## config.mk

```make
export PLATFORM = sky130hd
export DESIGN_NAME = dmem_arbiter
export DESIGN_NICKNAME = d
export VERILOG_FILES = /design/src/rtl/dmem_arbiter.sv
export SDC_FILE = /design/constraint.sdc
export NUM_CORES = 1
export LEC_CHECK = 0
export CAP_MARGIN = 20
export CORE_MARGIN = 4
export CORE_UTILIZATION = 39
export CTS_CLUSTER_DIAMETER = 60
export DETAILED_ROUTE_END_ITERATION = 10
export GPL_TIMING_DRIVEN = 1
export PLACE_DENSITY_LB_ADDON = 0.1
export SYNTH_ARGS = -nofsm -noshare
export SYNTH_HDL_FRONTEND = slang
export SYNTH_SLANG_ARGS = --single-unit
```

## constraint.sdc

```tcl
create_clock -name clk -period 1.6 [get_ports clk]
set_input_delay 0.32 -clock clk [delete_from_list [all_inputs] [get_ports clk]]
set_output_delay 0.32 -clock clk [all_outputs]
set_load 0.05 [all_outputs]
```

## src/rtl/dmem_arbiter.sv

```systemverilog
// Two-port round-robin arbiter in front of a single-ported data memory.
// Each granted access goes through IDLE -> ACCESS -> RESP, so one access completes every three cycles.
module dmem_arbiter #(
   parameter int unsigned DEPTH = 256
) (
   input  logic        clk,
   input  logic        rst_n,

   input  logic        p0_req,
   input  logic        p0_we,
   input  logic [31:0] p0_addr,
   input  logic [31:0] p0_wdata,
   output logic        p0_ack,
   output logic        p0_err,
   output logic [31:0] p0_rdata,

   input  logic        p1_req,
   input  logic        p1_we,
   input  logic [31:0] p1_addr,
   input  logic [31:0] p1_wdata,
   output logic        p1_ack,
   output logic        p1_err,
   output logic [31:0] p1_rdata,

   output logic [31:0] DMEM_address,
   output logic [31:0] DMEM_data_in,
   output logic        DMEM_mem_write,
   output logic        DMEM_mem_read,
   input  logic [31:0] DMEM_data_out,

   output logic        busy
);

   localparam int unsigned AW = 32;
   localparam int unsigned DW = 32;
   localparam logic [AW-1:0] DEPTH_W = AW'(DEPTH);

   typedef enum logic [1:0] {
      IDLE   = 2'd0,
      ACCESS = 2'd1,
      RESP   = 2'd2
   } state_e;

   state_e          state_q, state_d;
   logic            last_q, last_d;      // 1: port 1 was granted most recently
   logic            gnt_q, gnt_d;
   logic            we_q, we_d;
   logic            in_range_q, in_range_d;
   logic [AW-1:0]   addr_q, addr_d;
   logic [DW-1:0]   wdata_q, wdata_d;
   logic [DW-1:0]   resp_q, resp_d;
   logic [1:0]      ack_q, ack_d;
   logic [1:0]      err_q, err_d;

   logic            grant_p1;
   logic            sel_we;
   logic [AW-1:0]   sel_addr;
   logic [DW-1:0]   sel_wdata;
   logic            access;

   // Next-state and latch logic; port 1 wins contention only if port 0 was granted last.
   always_comb begin
      state_d    = state_q;
      last_d     = last_q;
      gnt_d      = gnt_q;
      we_d       = we_q;
      in_range_d = in_range_q;
      addr_d     = addr_q;
      wdata_d    = wdata_q;
      resp_d     = resp_q;
      ack_d      = 2'b00;
      err_d      = 2'b00;

      grant_p1  = p1_req & (~p0_req | ~last_q);
      sel_we    = grant_p1 ? p1_we    : p0_we;
      sel_addr  = grant_p1 ? p1_addr  : p0_addr;
      sel_wdata = grant_p1 ? p1_wdata : p0_wdata;

      case (state_q)
         IDLE: begin
            if (p0_req | p1_req) begin
               state_d    = ACCESS;
               last_d     = grant_p1;
               gnt_d      = grant_p1;
               we_d       = sel_we;
               addr_d     = sel_addr;
               wdata_d    = sel_wdata;
               in_range_d = (sel_addr < DEPTH_W);
            end
         end
         ACCESS: begin
            state_d = RESP;
            resp_d  = (in_range_q & ~we_q) ? DMEM_data_out : '0;
            ack_d   = gnt_q ? 2'b10 : 2'b01;
            err_d   = in_range_q ? 2'b00 : (gnt_q ? 2'b10 : 2'b01);
         end
         RESP: begin
            state_d = IDLE;
         end
         default: begin
            state_d = IDLE;
         end
      endcase
   end

   always_ff @(posedge clk or negedge rst_n) begin
      if (!rst_n) begin
         state_q    <= IDLE;
         last_q     <= 1'b1;
         gnt_q      <= 1'b0;
         we_q       <= 1'b0;
         in_range_q <= 1'b0;
         addr_q     <= '0;
         wdata_q    <= '0;
         resp_q     <= '0;
         ack_q      <= 2'b00;
         err_q      <= 2'b00;
      end else begin
         state_q    <= state_d;
         last_q     <= last_d;
         gnt_q      <= gnt_d;
         we_q       <= we_d;
         in_range_q <= in_range_d;
         addr_q     <= addr_d;
         wdata_q    <= wdata_d;
         resp_q     <= resp_d;
         ack_q      <= ack_d;
         err_q      <= err_d;
      end
   end

   // DMEM side is decoded from the state register so an async reset drops strobes at once.
   assign access         = (state_q == ACCESS);
   assign DMEM_address   = access ? addr_q  : '0;
   assign DMEM_data_in   = access ? wdata_q : '0;
   assign DMEM_mem_write = access &  we_q & in_range_q;
   assign DMEM_mem_read  = access & ~we_q & in_range_q;

   assign busy     = (state_q != IDLE);
   assign p0_ack   = ack_q[0];
   assign p1_ack   = ack_q[1];
   assign p0_err   = err_q[0];
   assign p1_err   = err_q[1];
   assign p0_rdata = resp_q;
   assign p1_rdata = resp_q;

endmodule
```

Word-level counts from Yosys, hierarchy flattened. Index checks and enable logic that the tools add are counted.

Output and inout bits: 135. Word-level logic and storage cells: 39. Memory bits (writable): 0. Memories kept: 0. Bits of input ports: 166. Bits in latches: 0. Register bits: 106. ROM bits: 0.

Div/mod/pow operators: 0. Eq/ne operators: 2. Shift-type cells: 0. Order comparisons: 1. Bitwise operators: 11. Multiply operators: 0. Reductions and logical operators: 3. $add $sub $neg: 0. Mux-type cells: 12.

Operator list (number): 2-to-1 mux 32 bit (5); less-than comparator 32 x 9 -> 1 bit (second input constant) (1); 2-to-1 mux 2 bit (5); bitwise AND 1 bit (6); one-hot mux 2 bit (2 select lines) (1); inverter 1 bit (3); equality test 2 x 1 -> 1 bit (second input constant) (1); logical NOT 2 bit (1); != test 2 bit (second input constant) (1); bitwise OR 1 bit (2); AND reduction 2 bit (1); nonzero test 2 bit (1); 2-to-1 mux 1 bit (1).

Depth between registers and ports, before layout.
Depth in word-level cells: 5. Mapped depth: 7. Depth with buffers taken out: 5.

Worst setup path after synthesis. No wires, ideal clock.

Path kind: reg-to-output. From: register state_q[1]. To: output DMEM_address[13]. Slack: -0.218 ns. Data arrival time: 1.498 ns. Stages on the path, launching flop included: 7. Path buffers: 3. Required time: 1.280 ns. Path through: dfrtp_1 -> nand2b_1 -> buf_2 -> inv_2 -> buf_2 -> clkbuf_1 -> and2_1.

Word-level cells in the longest chain between the ends: 2.

RTL lines: from (decl) (line 44) `state_e state_q, state_d;`; from (signal assigned) (line 119) `state_q <= state_d;`; equality test 2 x 1 -> 1 bit (line 133) `assign access = (state_q == ACCESS);`; 2-to-1 mux 32 bit (line 134) `assign DMEM_address = access ? addr_q : '0;`; to (decl) (line 25) `output logic [31:0] DMEM_address,`.

Every way passes these cells.

Worst setup path in the final report.
From: register state_q[1]. To: output DMEM_mem_read.

Word-level cells in the longest chain between the ends: 3.

RTL lines: equality test 2 x 1 -> 1 bit (line 133); bitwise AND 1 bit (2 in series) (line 137) `assign DMEM_mem_read = access & ~we_q & in_range_q;`; to (decl) (line 28) `output logic DMEM_mem_read,`.

Every way passes these cells.

==> metrics.md <==
| Metric | Value |
|---|---|
| Status | complete, but fails checks |
| Failing checks | setup timing |
| Area used by multi-input combinational logic | about 0.0023 mm² |
| Power per unit of standard cell area | 1593 mW/mm² |
| I/O pins | between 300 and 400 |
| Worst skew pair latency | around 350 ps |
| Period utilisation layout | 112.9% |
| Layout Skew | 7.800 ps |
| Std cell rows | 42 |
| Post-Syn Instances | 500 |
| Register share of total power | between 20% and 30% |
| Wirelength, routed | 17630 µm |
| Origin of the critical flop-to-flop path | last_q |
| Setup slack, reg-to-reg | 60 ps |
| Number of iterations in the first detailed-routing pass | 4 |
| Maximum number of pins on one net before global-route repair | between 50 and 60 |
| GRT Util Overall | 22.32% |
| Width of the die | around 120 µm |
| CP arrival | ~1500 ps |
| Clock tree from TritonCTS | built |
| Comb power frac | about 60% |
| I/O Buffers | 300 |
| Ys async rst share | between 90% and 100% |
| Number of sinks driven by the clock tree | around 110 |
| Sequential share of the synthesized area | approximately half |
| Num CTS Buffers | 9 |
| Height of the chip | around 120 µm |
| Crit Path Class | register to primary output |
| Worst slack at placement | -260.1 ps |
| Type of element launching the critical path | register |
| Final count of hold timing violations | 0 |
| Initial core utilization | 39.62% |
| Mean routed wirelength per cell | 18.00 µm |
| Core box area | 0.01319 mm² |
| Number of buffers on the longest clock path | 2 |
| CP required | between 1000 and 1500 ps |
| First-iteration detailed-routing DRC count | between 150 and 200 |
| Library cell occupying the most area in the post-synthesis netlist | sky130_fd_sc_hd__dfrtp_1 |
| Fmax | around 0.55 GHz |
| Synth Flop Type | sky130_fd_sc_hd__dfrtp_1 |
| RSZ-0062 raised after global routing | yes |
| Depth of the CTS H-tree | 3 |
| Net count, final | ~960 |
| Synthesized area divided by synthesized cell count | 10.45 µm² |
| Share of the core filled with cells in the final layout | between 70% and 80% |
| Number of vias after detailed routing | 4792 |
| Final count of negative-setup-slack endpoints | 67 |
| Synthesis warning total | 0 |
| Worst relative slew slack | 72.97% |
| Number of antenna violations at the first check in global routing | 1 |
| Maximum capacitance violations | 0 |
| HP Class | input port to asynchronous set/reset pin |
| Synth Register Bits | about 110 |
| IR Drop Worst-Case VDD | 0.0009584 V |
| Total leakage power | 4.496 nW |
| Grt total ovfl | 0 |
| Cells on worst reg2reg path | 5 |
| Filler Cell Count | about 940 |
| Post-Syn Nets | 666 |
| Number of distinct library cells after synthesis | 30 |
| Share of post-route cells with drive strength above 1 | around a third |
| Clock Power Share | between 10% and 20% |
| Number of synthesized flops with an enable pin | 0 |
| Area of all sequential standard cells | 0.002654 mm² |
| Least setup slack across all paths after layout | -206.5 ps |
| Internal power of the cells | ~9.5 mW |
| Fraction of synthesized cell area taken by the top area cell type | 50.28% |
| Via count of the first global-routing pass | roughly 5000 |
| Nature of the critical path endpoint | primary output |
| Area enclosed by the die boundary | ~0.015 mm² |
| Global-route wire length before repair | about 26000 µm |
| Post-CTS setup-driven buffer insertion count | 0 |
| Clock root buffer master | sky130_fd_sc_hd__clkbuf_16 |
| Hold Worst Slack | 403.3 ps |
| Largest driver fanout on the critical path | 4 |
| Final period demand of the worst path | roughly 1800 ps |
| Drt drc | 0 |
| Total negative setup slack | -11600 ps |
| Worst-path clk slew | approximately 70 ps |
| Final-report max-slew violation count | 0 |
| Switching pwr | between 6 and 7 mW |
| Synthesized area | ~0.0052 mm² |
| Final weighted congestion in routability-driven placement | 0.8328 |
| Number of nets with antenna violations after routing | 0 |
| Avg Vias per Cell | between 4 and 5 |
| Area grow syn2layout | 89.44% |
| Critical register-to-register path endpoint | in_range_q |
| Transition time of the tightest slew-check pin | a little over 400 ps |
| HPWL after DPL | approximately 14000 µm |
| Ranking of synthesized cells by area | sky130_fd_sc_hd__dfrtp_1 (50%), sky130_fd_sc_hd__mux2i_1 (12%), sky130_fd_sc_hd__and2_1 (7.8%) |
| Switching power as a share of total power | 39.79% |
flip-flops by register name (all words and copies together), names as in the netlist:
name / flops
last_q: 1
ack_q: 2
err_q: 2
addr_q: 32
state_q: 2
in_range_q: 1
p0_rdata: 32
gnt_q: 1
wdata_q: 32
we_q: 1
kinds of logic after synthesis:
family / Yosys count / synth area share (%)
multiplexers: 65 / 12.45
flip-flops: 106 / 50.78
AND/OR/NAND/NOR: 154 / 15.37
AO/OA/AOI/OAI: 104 / 12.78
buffers and inverters: 71 / 8.619
what timing repair did:
item | 4_1_cts | 5_1_grt
hold endpoints to repair | 17 | 0
pin swaps | 13 | 9
gates resized for setup | 33 | 12
setup endpoints to repair | 67 | 68
hold buffers | 1 | 0
cloned | 1 | 3
power by group through the flow:
stage          clock network [mW]  logic [mW]  registers, mW
2_1_floorplan                   0        4.71           4.10
3_3_place_gp                    0        8.74           4.05
3_5_place_dp                    0        8.85           4.09
4_1_cts                      2.37        9.24           4.08
5_1_grt                      2.46        9.96           4.20
6_report                     2.29        9.39           4.09
cells in the final DEF, fill, tap and decap left out, drive strengths merged, types with 2 or more instances in the layout:
cell type      synthesis  routed
inv                    3       3
nor2                   3       3
nand4b                 2       2
nand4                  2       2
o21ai                 66      66
clkdlybuf4s50          0     164
nor4                  12      12
dfrtp                105     105
and2                  65      65
clkinv                 0       2
buf                   52     186
nand2                 66      66
clkbuf                16      15
a22o                  33      33
mux2i                 65      65
how the worst max path moves through the flow:
stage                 from         endpoint  slack, ps  cells past startpoint
2_1_floorplan   state_q[1]  DMEM_address[0]          1                      5
3_3_place_gp   p1_addr[25]       in_range_q       -300                      6
3_5_place_dp   p1_addr[25]       in_range_q       -260                      6
4_1_cts         state_q[1]  DMEM_address[4]       -200                      5
5_1_grt         state_q[1]    DMEM_mem_read       -260                      6
6_report        state_q[1]    DMEM_mem_read       -210                      6
area by class of cell:
| cell class | count | area share [%] |
|---|---|---|
| diodes | 1 | 0.02527 |
| clock buffers | 13 | 2.730 |
| clock inverters | 3 | 0.4676 |
| inverters | 3 | 0.2401 |
| multi-input cells | 323 | 23.39 |
| flip-flops and latches | 106 | 26.80 |
| well taps | 176 | 2.224 |
| repair buffers | 353 | 44.03 |
| repair inverters | 1 | 0.08846 |
Yosys cell counts (all sizes together) (3+ instances only):
| cell type | number |
|---|---|
| a22o | 33 |
| nor4 | 12 |
| o21ai | 66 |
| buf | 52 |
| clkbuf | 16 |
| mux2i | 65 |
| dfrtp | 105 |
| inv | 3 |
| and2 | 65 |
| nand2 | 66 |
| nor2 | 3 |
per-layer routing:
layer | vias up | GRT usage [%] | wire length (µm)
met4 | 0 | 8.858 | 489
met2 | 176 | 41.87 | 9700
met3 | 31 | 6.358 | 1393
met1 | 2297 | 23.24 | 6042
met5 | - | 0 | 0
li1 | 2288 | - | -
critical path, stage by stage, from the launching register on:
cell	delay (ps)
sky130_fd_sc_hd__dfrtp_1	380
sky130_fd_sc_hd__nand2b_4	200
sky130_fd_sc_hd__inv_6	110
sky130_fd_sc_hd__nand2_1	70
sky130_fd_sc_hd__nor2_2	100
sky130_fd_sc_hd__buf_6	130
sky130_fd_sc_hd__buf_12	130
metrics by stage:
stage,instance area (µm²),power (mW),instances
final,9901,15.77,979
after global routing,9901,16.62,979
after CTS,9812,15.69,975
after detailed placement,9366,12.94,957
after global placement,9366,12.79,957
after floorplan,5366,8.805,500
Note: power is estimated with default switching activity, not from simulation.
==> variant (same flow settings) <==
Re-encode `state_e` (3 states) as one-hot, 3 bits wide.
--- a/src/rtl/dmem_arbiter.sv
+++ b/src/rtl/dmem_arbiter.sv
@@ -35,10 +35,10 @@
    localparam int unsigned DW = 32;
    localparam logic [AW-1:0] DEPTH_W = AW'(DEPTH);
 
-   typedef enum logic [1:0] {
-      IDLE   = 2'd0,
-      ACCESS = 2'd1,
-      RESP   = 2'd2
+   typedef enum logic [2:0] {
+      IDLE   = 3'b001,
+      ACCESS = 3'b010,
+      RESP   = 3'b100
    } state_e;
 
    state_e          state_q, state_d;
Check against the original RTL: same outputs for any inputs over 10 cycles, from zero or initial values and one cycle with rst_n low; not proved beyond that.
==> variant against the original RTL <==
  * The flow still finishes with violations (setup timing)
  * Area after synthesis is 0.57% higher
  * Die area is 0.54% higher
  * Via count is 0.13% lower
  * Setup slack worse by 0.24 ns
  * Wire length is 0.86% lower
  * Power is 21% lower
  * Clock skew is 0.0011 ns higher
  * Sequential cell count is 1 higher
  * Cell area is 1.5% lower
==> variant: results (changes against the original RTL) <==
PLACEMENT
--------------------------------------------------------------------------------------
Placed Cells incl. Taps .................................................          948   -0.94%
Post-Place Setup Slack ..................................................    -0.277 ns   -0.0171 ns
Weighted congestion reported at the end of routability-driven placement .        0.906   +8.7%
HPWL after detailed placement ...........................................      13.9 mm   -0.72%
Placed standard-cell area ...............................................   8890 sq um   -5.1%

GLOBAL ROUTE
--------------------------------------------------------------------------------------
Largest net degree at the start of global routing .......................           44   -24%
Via count of the first global-routing pass ..............................         5042   -0.40%
Met3 capacity usage during global routing ...............................       0.0731   +0.00954
Met2 track utilization from global routing ..............................        0.414   -0.00453
First-pass GRT wire length ..............................................      26.3 mm   +0.42%
Antenna violations before repair ........................................            0   -1
Met1 layer usage reported by global route ...............................        0.237   +0.00505

CRITICAL PATH
--------------------------------------------------------------------------------------
Crit. Startpoint ........................................................   state_q[0]
Internal reg-to-reg setup slack .........................................     -0.12 ns   -0.18 ns
Critical path's largest stage delay .....................................      0.41 ns   +0.03 ns
Slowest CP cell ......................................................... sky130_fd_sc_hd__or3b_4
Worst Reg2Reg Path Length in Cells ......................................            8   +3
CP max FO ...............................................................           21   +17

POWER
--------------------------------------------------------------------------------------
Static leakage ..........................................................      4.43 nW   -1.5%
Internal power summed over all cells ....................................      7.83 mW   -18%
Worst IR drop on VDD ....................................................       881 uV   -8.1%

LOGIC SYNTHESIS
--------------------------------------------------------------------------------------
Fraction of synthesized cell area taken by the top area cell type .......        0.500   -0.00287
Sequential share of the synthesized area ................................        0.510   +0.00210
Biggest area contributors in the synthesized netlist .................... sky130_fd_sc_hd__dfrtp_1, sky130_fd_sc_hd__mux2i_1, sky130_fd_sc_hd__and2_1
Number of library cell types mapped by synthesis ........................           31   +3.3%

DETAILED ROUTING
--------------------------------------------------------------------------------------
DR vias .................................................................         4786   -0.13%
Final routed wirelength across all metal layers .........................      17.5 mm   -0.86%
Met1 wire length ........................................................      6.04 mm   about the same
Post-DR wirelength/cell ................................................. 18.1 microns   +0.47%
Amount of wire on met2 after detailed routing ...........................      9.31 mm   -4.0%

TIMING
--------------------------------------------------------------------------------------
Worst Tran Pin Value ....................................................     0.431 ns   +0.0257 ns
Sum of negative setup slack .............................................    -29.44 ns   -17.84 ns
Setup-violating endpoint count in the final report ......................           99   +48%
Worst setup margin ......................................................    -0.451 ns   -0.244 ns

FINISH
--------------------------------------------------------------------------------------
Antenna diodes ..........................................................            0   -1
Final-layout fill cell count ............................................          965   +2.2%
Proportion of layout cells with a drive suffix above 1 ..................        0.335   -0.0112

OUTCOME
--------------------------------------------------------------------------------------
Status .................................................................. complete, but fails checks
Violations in the final reports ......................................... setup timing

CLOCK NETWORK
--------------------------------------------------------------------------------------
Clk_lat worst skew ......................................................      0.34 ns

[variant: changes by cell type in the layout (fill, tap and decap cells not counted), moves of 2 or more]
cell and delta:
sky130_fd_sc_hd__o21ai_0 -46, sky130_fd_sc_hd__and2_2 +6, sky130_fd_sc_hd__and2_4 -6, sky130_fd_sc_hd__clkbuf_8 -2, sky130_fd_sc_hd__o21ai_1 +46, sky130_fd_sc_hd__buf_8 +64
sky130_fd_sc_hd__buf_4 -35, sky130_fd_sc_hd__buf_12 -39, sky130_fd_sc_hd__clkbuf_16 -2
[variant: logic make-up (layout without fill, tap and decap cells)]
kind of cell,Yosys count,after routing,share of synthesized area
buffers and inverters,71,359,0.0843
AO/OA/AOI/OAI,104,104,0.124
AND/OR/NAND/NOR,155,155,0.158
flip-flops,107,107,0.510
multiplexers,65,65,0.124
[variant: area by class of cell]
class	count	share of cell area
repair buffers	341	0.433
flip-flops and latches	107	0.275
multi-input cells	324	0.237
clock buffers	11	0.0249
well taps	176	0.0226
clock inverters	4	0.00526
inverters	3	0.00167
[variant: timing repair]
item / in CTS / in global routing
gates resized for setup: 137 / 3
endpoints found under the setup margin: 99 / 115
gates cloned: 1 / 0
pin swaps: 0 / 0
hold buffers: 1 / 0
endpoints found under the hold margin: 27 / 0
buffers inserted: 1 / 0
[variant: worst max-delay path, delay by kind of cell, from the launching register on]
family	cells	cell delay (ns)
buffers and inverters	3	0.40
flip-flops	1	0.37
AND/OR/NAND/NOR	2	0.61
[variant: power by group through the flow]
stage | logic (mW) | clock network [mW] | registers [mW]
6_report | 6.18 | 2.23 | 4.12
5_1_grt | 6.65 | 2.39 | 4.22
4_1_cts | 6.22 | 2.27 | 4.12
3_5_place_dp | 5.73 | 0 | 4.16
3_3_place_gp | 5.60 | 0 | 4.11
2_1_floorplan | 3.47 | 0 | 4.09
